--- config.mk ---
export PLATFORM = sky130hd
export DESIGN_NAME = bsg_rx
export DESIGN_NICKNAME = d
export VERILOG_FILES = /design/src/rtl/bsg_rx.sv
export SDC_FILE = /design/constraint.sdc
export NUM_CORES = 1
export LEC_CHECK = 0
export ABC_CLOCK_PERIOD_IN_PS = 3400
export CORE_MARGIN = 3
export CORE_UTILIZATION = 57
export DETAILED_ROUTE_END_ITERATION = 16
export MAX_ROUTING_LAYER = met4
export PLACE_DENSITY = 0.84
export RECOVER_POWER = 25
export SYNTH_ARGS = -nofsm -noshare
export SYNTH_HDL_FRONTEND = slang
export SYNTH_SLANG_ARGS = --single-unit
export TNS_END_PERCENT = 20
--- constraint.sdc ---
create_clock -name SYS_CLK -period 3.4 [get_ports SYS_CLK]
set_input_delay 0.34 -clock SYS_CLK [delete_from_list [all_inputs] [get_ports SYS_CLK]]
set_output_delay 0.34 -clock SYS_CLK [all_outputs]
set_load 0.005 [all_outputs]
--- src/rtl/bsg_rx.sv ---
// PAM-4 frame receiver: hunts for a start edge, slices mid-symbol, rebuilds the Gray byte,
// decodes to binary and queues it in a 2-slot ping-pong buffer drained by valid/ready.
module bsg_rx #(
    parameter int SPS = 8,
    parameter int MID = SPS / 2
) (
    input  logic       SYS_CLK,
    input  logic       RST_N,
    input  logic [7:0] IN,
    input  logic       SAMPLE_EN,
    output logic [7:0] Data_out,
    output logic       valid,
    input  logic       ready,
    input  logic       int_en,
    output logic       BSG_RX_INT,
    output logic       frame_err,
    output logic       overrun,
    input  logic       ovr_clr,
    output logic [1:0] state_dbg
);

    // Handshake: a byte transfers on every rising edge where valid and ready are both high;
    // valid never depends on ready, and ready while valid is low is ignored.

    localparam int PW = $clog2(SPS);

    typedef enum logic [1:0] {
        HUNT  = 2'd0,
        START = 2'd1,
        DATA  = 2'd2,
        STOP  = 2'd3
    } state_t;

    state_t        state, state_nxt;
    logic [PW-1:0] ph, ph_inc;
    logic [1:0]    dcnt;
    logic [7:0]    g;
    logic [1:0]    slice;
    logic          start_det, mid_hit;
    logic          shift_en, commit, bad_stop;
    logic [7:0]    byte_dec;

    logic [7:0]    slot_data [2];
    logic [1:0]    slot_full;
    logic          wr_ptr, rd_ptr;
    logic          pop, wr_ok, drop;

    function automatic logic [7:0] gray2bin(input logic [7:0] gv);
        logic [7:0] bv;
        bv[7] = gv[7];
        for (int i = 6; i >= 0; i--) bv[i] = bv[i+1] ^ gv[i];
        return bv;
    endfunction

    always_comb begin
        if (IN < 8'h2B)      slice = 2'd0;
        else if (IN < 8'h80) slice = 2'd1;
        else if (IN < 8'hD5) slice = 2'd2;
        else                 slice = 2'd3;
    end

    // ph holds the in-symbol phase of the most recent strobe; the start strobe is phase 0.
    assign ph_inc    = (ph == PW'(SPS - 1)) ? '0 : ph + 1'b1;
    assign start_det = SAMPLE_EN && (state == HUNT) && (IN >= 8'hC0);
    assign mid_hit   = SAMPLE_EN && (state != HUNT) && (ph_inc == PW'(MID));
    assign byte_dec  = gray2bin(g);

    always_ff @(posedge SYS_CLK or negedge RST_N) begin
        if (!RST_N) state <= HUNT;
        else        state <= state_nxt;
    end

    always_comb begin
        state_nxt = state;
        case (state)
            HUNT:  if (start_det) state_nxt = START;
            START: if (mid_hit) state_nxt = (slice == 2'd3) ? DATA : HUNT;
            DATA:  if (mid_hit && dcnt == 2'd3) state_nxt = STOP;
            STOP:  if (mid_hit) state_nxt = HUNT;
            default: state_nxt = HUNT;
        endcase
    end

    always_comb begin
        shift_en = (state == DATA) && mid_hit;
        commit   = (state == STOP) && mid_hit && (slice == 2'd0);
        bad_stop = (state == STOP) && mid_hit && (slice != 2'd0);
    end

    always_ff @(posedge SYS_CLK or negedge RST_N) begin
        if (!RST_N) begin
            ph        <= '0;
            dcnt      <= '0;
            g         <= '0;
            frame_err <= 1'b0;
        end else begin
            frame_err <= bad_stop;
            if (start_det) begin
                ph   <= '0;
                dcnt <= '0;
            end else if (SAMPLE_EN && state != HUNT) begin
                ph <= ph_inc;
            end
            if (shift_en) begin
                g    <= {g[5:0], slice};
                dcnt <= dcnt + 2'd1;
            end
        end
    end

    // When both slots are full, wr_ptr == rd_ptr, so a same-cycle pop frees exactly the target slot.
    assign pop   = valid && ready;
    assign wr_ok = commit && (!slot_full[wr_ptr] || pop);
    assign drop  = commit && slot_full[wr_ptr] && !pop;

    always_ff @(posedge SYS_CLK or negedge RST_N) begin
        if (!RST_N) begin
            for (int i = 0; i < 2; i++) slot_data[i] <= '0;
            slot_full <= '0;
            wr_ptr    <= 1'b0;
            rd_ptr    <= 1'b0;
            overrun   <= 1'b0;
        end else begin
            if (pop) begin
                slot_full[rd_ptr] <= 1'b0;
                rd_ptr            <= ~rd_ptr;
            end
            if (wr_ok) begin
                slot_full[wr_ptr] <= 1'b1;
                slot_data[wr_ptr] <= byte_dec;
                wr_ptr            <= ~wr_ptr;
            end
            if (drop)         overrun <= 1'b1;
            else if (ovr_clr) overrun <= 1'b0;
        end
    end

    assign valid      = slot_full[rd_ptr];
    assign Data_out   = slot_data[rd_ptr];
    assign BSG_RX_INT = int_en && (valid || overrun);
    assign state_dbg  = state;

endmodule

==> reports/qor.txt <==
Status -> complete, but fails checks
Failing checks -> capacitance limit, slew limit
Worst Tran Pin Value -> 1.96 ns
Critical path's slowest cell -> or3b_1
FMAX -> 387 MHz
Root Buffer -> clkbuf_4
Crit path kind -> flip-flop to flip-flop
Total GRT Usage -> 20.9%
Top FF cell, synth -> dfrtp_1
First-pass GRT wire length -> 6310 um
Post-CTS Setup Repair Bufs -> 0
Post-synthesis mux area share -> 14.2%
Final hold viol count -> 0
Switching share of power -> 27.4%
Worst setup SP type -> flip-flop
Comb pwr share -> 21.8%
Inserted Clock Buffers -> 5
PD cells -> 490 mW/mm^2
Routed Antenna Nets -> 0
Max clock buf depth -> 2
Top Ports -> 28
CP Cell Sequence -> ha_1, ha_1, and2_1, o2111a_1, o211ai_2, or3b_1, mux2_2
Initial DRT Pass Iterations -> 5
NumNets Final -> 213
Die height -> 62.9 um
Pleak -> 0.00106 uW
Largest area contributor in the synthesized netlist -> dfrtp_1
Area growth syn-to-layout -> 21.0%
Core Box Area -> 0.00308 mm^2
Final setup vio count -> 0
Max cap viols -> 1
Ant. Diodes -> 0
Cell internal pwr -> 794 uW
Vias in the first global route -> 1369
Routed len/inst -> 14.9 um
Synth unique cells -> 36
Worst min path class -> flip-flop to flip-flop
H-tree depth -> 2
Post-cts sizing count -> 0
Initial core utilization -> 60.0%
CP endpoint kind -> flip-flop
Count of buffers from port buffering -> 27
Async S/R FF share, synth -> 100%
Clock power frac -> 29.0%
Clock transition at the registers of the reported paths -> 0.11 ns
Synthesized area -> 0.00185 mm^2
Die W -> 62.9 um
Final Cell Area -> 0.00223 mm^2
Simple-gate share of the synthesized area -> 7.46%
Row cnt -> 20
GPL Wtd Cong -> 0.810
Initial antenna violation count -> 0
CP Data Required Time -> 3.63 ns
Worst slack, placed -> 0.837 ns
CP top delay family -> simple AND/OR/NAND/NOR gates
Reg power frac -> 49.2%
Switch Pwr -> 300 uW
Clk sink count -> 37
Yosys warning count -> 0
Syn Area/Cell -> 11.1 um^2
Clk Latency, worst-skew pair -> 0.34 ns
Worst IR drop on VDD -> 0.344 mV
Post-synthesis sequential area ratio -> 50.2%
Die ar. -> 0.00396 mm^2
Detailed-route vias per instance -> 5.59
Mapped Cells -> 166
Synth Register Bits -> 37
Setup TNS -> 0 ns
PnR worst setup slack -> 0.819 ns
Tmin final -> 2.58 ns
Skew final -> 0.00862 ns
CTS hold repair buffers -> 0
CP Buf/Inv Count -> 0
RSZ-0062 raised after global routing -> no
Post-Synth Adder-Cell Area -> 2.03%
Fin crit share -> 75.9%
Total grt overflow -> 0
Arr. time, crit path -> 2.81 ns
Largest family of logic cells by synthesized area -> compound AO/OA/AOI/OAI gates
Worst-path fanout max -> 9
Share of cells above drive strength 1 -> 14.7%
CTS tree -> built
Synth area leaders -> dfrtp_1, mux2_2, o21ai_0
Complex-gate fraction of the synthesized area -> 16.0%
DRC Markers -> 0
Syn_nets -> 183
Vias -> 1348
Synth top area share -> 50.2%
Pins Over Slew Limit -> 38
Post-synth EDFFs -> 0
CP max stage delay -> 0.59 ns
Post-DP HPWL -> 2630 um
Drt total wl -> 3590 um
Placed Area -> 0.00215 mm^2
Relative slew slack -> -30.8%
Largest net degree at the start of global routing -> 38
First-iteration detailed-routing DRC count -> 77
Most used cell, CP -> ha_1
XOR/XNOR share of the synthesized area -> 5.90%
Post-route core utilization -> 72.6%
[cell usage in the layout (no fill, tap or decap), types with 3 or more instances in the layout]
cell              n
a21oi_1           3
a31oi_1           3
clkbuf_4          5
clkdlybuf4s50_1  26
dfrtp_1          37
ha_1              3
inv_1            14
mux2_2           17
mux2i_1           7
nand2_1          18
nor2_1            3
o21a_1            4
o21ai_0          18
o31ai_1           3
xnor2_1           4
[flip-flops by register name, indices dropped and copies added (netlist names), named ones only]
signal	count
state_dbg	1
frame_err	1
g	8
rd_ptr	1
slot_data	16
overrun	1
ph	3
slot_full	2
wr_ptr	1
dcnt	2
[metal layers]
layer | up-vias | global-route usage, % | wire [um]
met5 | - | - | 0
met4 | 0 | 7.44 | 91
met3 | 12 | 6.47 | 154
met2 | 38 | 33.1 | 1780
met1 | 651 | 25.2 | 1560
li1 | 647 | - | -
[Yosys cell counts, types with 3 or more instances]
cell type and count:
a21oi_1 3, a31oi_1 3, clkbuf_1 4, dfrtp_1 37, ha_1 3, inv_1 14
mux2_2 17, mux2i_1 7, nand2_1 18, nor2_1 3, o21a_1 4, o21ai_0 18
o31ai_1 3, xnor2_1 4
[layout make-up]
cell class / instances / area (um^2)
Multi-Input combinational cell: 110 / 841
Sequential cell: 37 / 926
Tap cell: 44 / 55.1
Clock buffer: 7 / 55.1
Timing Repair Buffer: 28 / 274
Inverter: 14 / 52.6
Clock inverter: 1 / 30.0
Fill cell: 246 / 845
[logic make-up (layout without fill, tap and decap cells)]
kind of cell / after synthesis / count (layout)
compound gates: 45 / 45
xor+xnor: 8 / 8
fa+ha+maj: 3 / 3
buf+inv: 19 / 50
flops: 37 / 37
mux: 24 / 24
simple gates: 30 / 30
[power by group through the flow]
stage          clock, uW  combinational (uW)  sequential, uW
4_1_cts              325                 242             538
6_report             318                 239             538
3_5_place_dp           0                 237             545
2_1_floorplan          0                 141             528
3_3_place_gp           0                 225             540
5_1_grt              344                 270             546
[tightest hold or removal path, delay by kind of cell, from the launching register on]
family,cells,cell delay [ns]
AOI/OAI and AO/OA,1,0.06
DFF,1,0.37
and+or+nand+nor,1,0.05
[stage by stage]
| step | hold WS, ns | power [uW] | instances |
|---|---|---|---|
| CTS | 0.409 | 1100 | 241 |
| floorplan | 0.0444 | 669 | 166 |
| detailed placement | 0.475 | 783 | 233 |
| global route | 0.530 | 1160 | 241 |
| finish | 0.498 | 1090 | 241 |
| global placement | 0.464 | 765 | 233 |
[final timing paths]
check | cells past startpoint | slack (ns) | end | start
worst max register to register | 7 | 0.82 | slot_data[8]$_DFFE_PN0P_ | ph[0]$_DFFE_PN0P_
max in group asynchronous | 2 | 1.20 | g[2]$_DFFE_PN0P_ | RST_N
worst min register to register | 2 | 0.50 | slot_data[4]$_DFFE_PN0P_ | slot_data[4]$_DFFE_PN0P_
min in group asynchronous | 2 | 1.08 | overrun$_DFFE_PN0P_ | RST_N
worst min-delay path | 2 | 0.50 | slot_data[4]$_DFFE_PN0P_ | slot_data[4]$_DFFE_PN0P_
worst max-delay path | 7 | 0.82 | slot_data[8]$_DFFE_PN0P_ | ph[0]$_DFFE_PN0P_
Power figures use the tool's default switching activity.
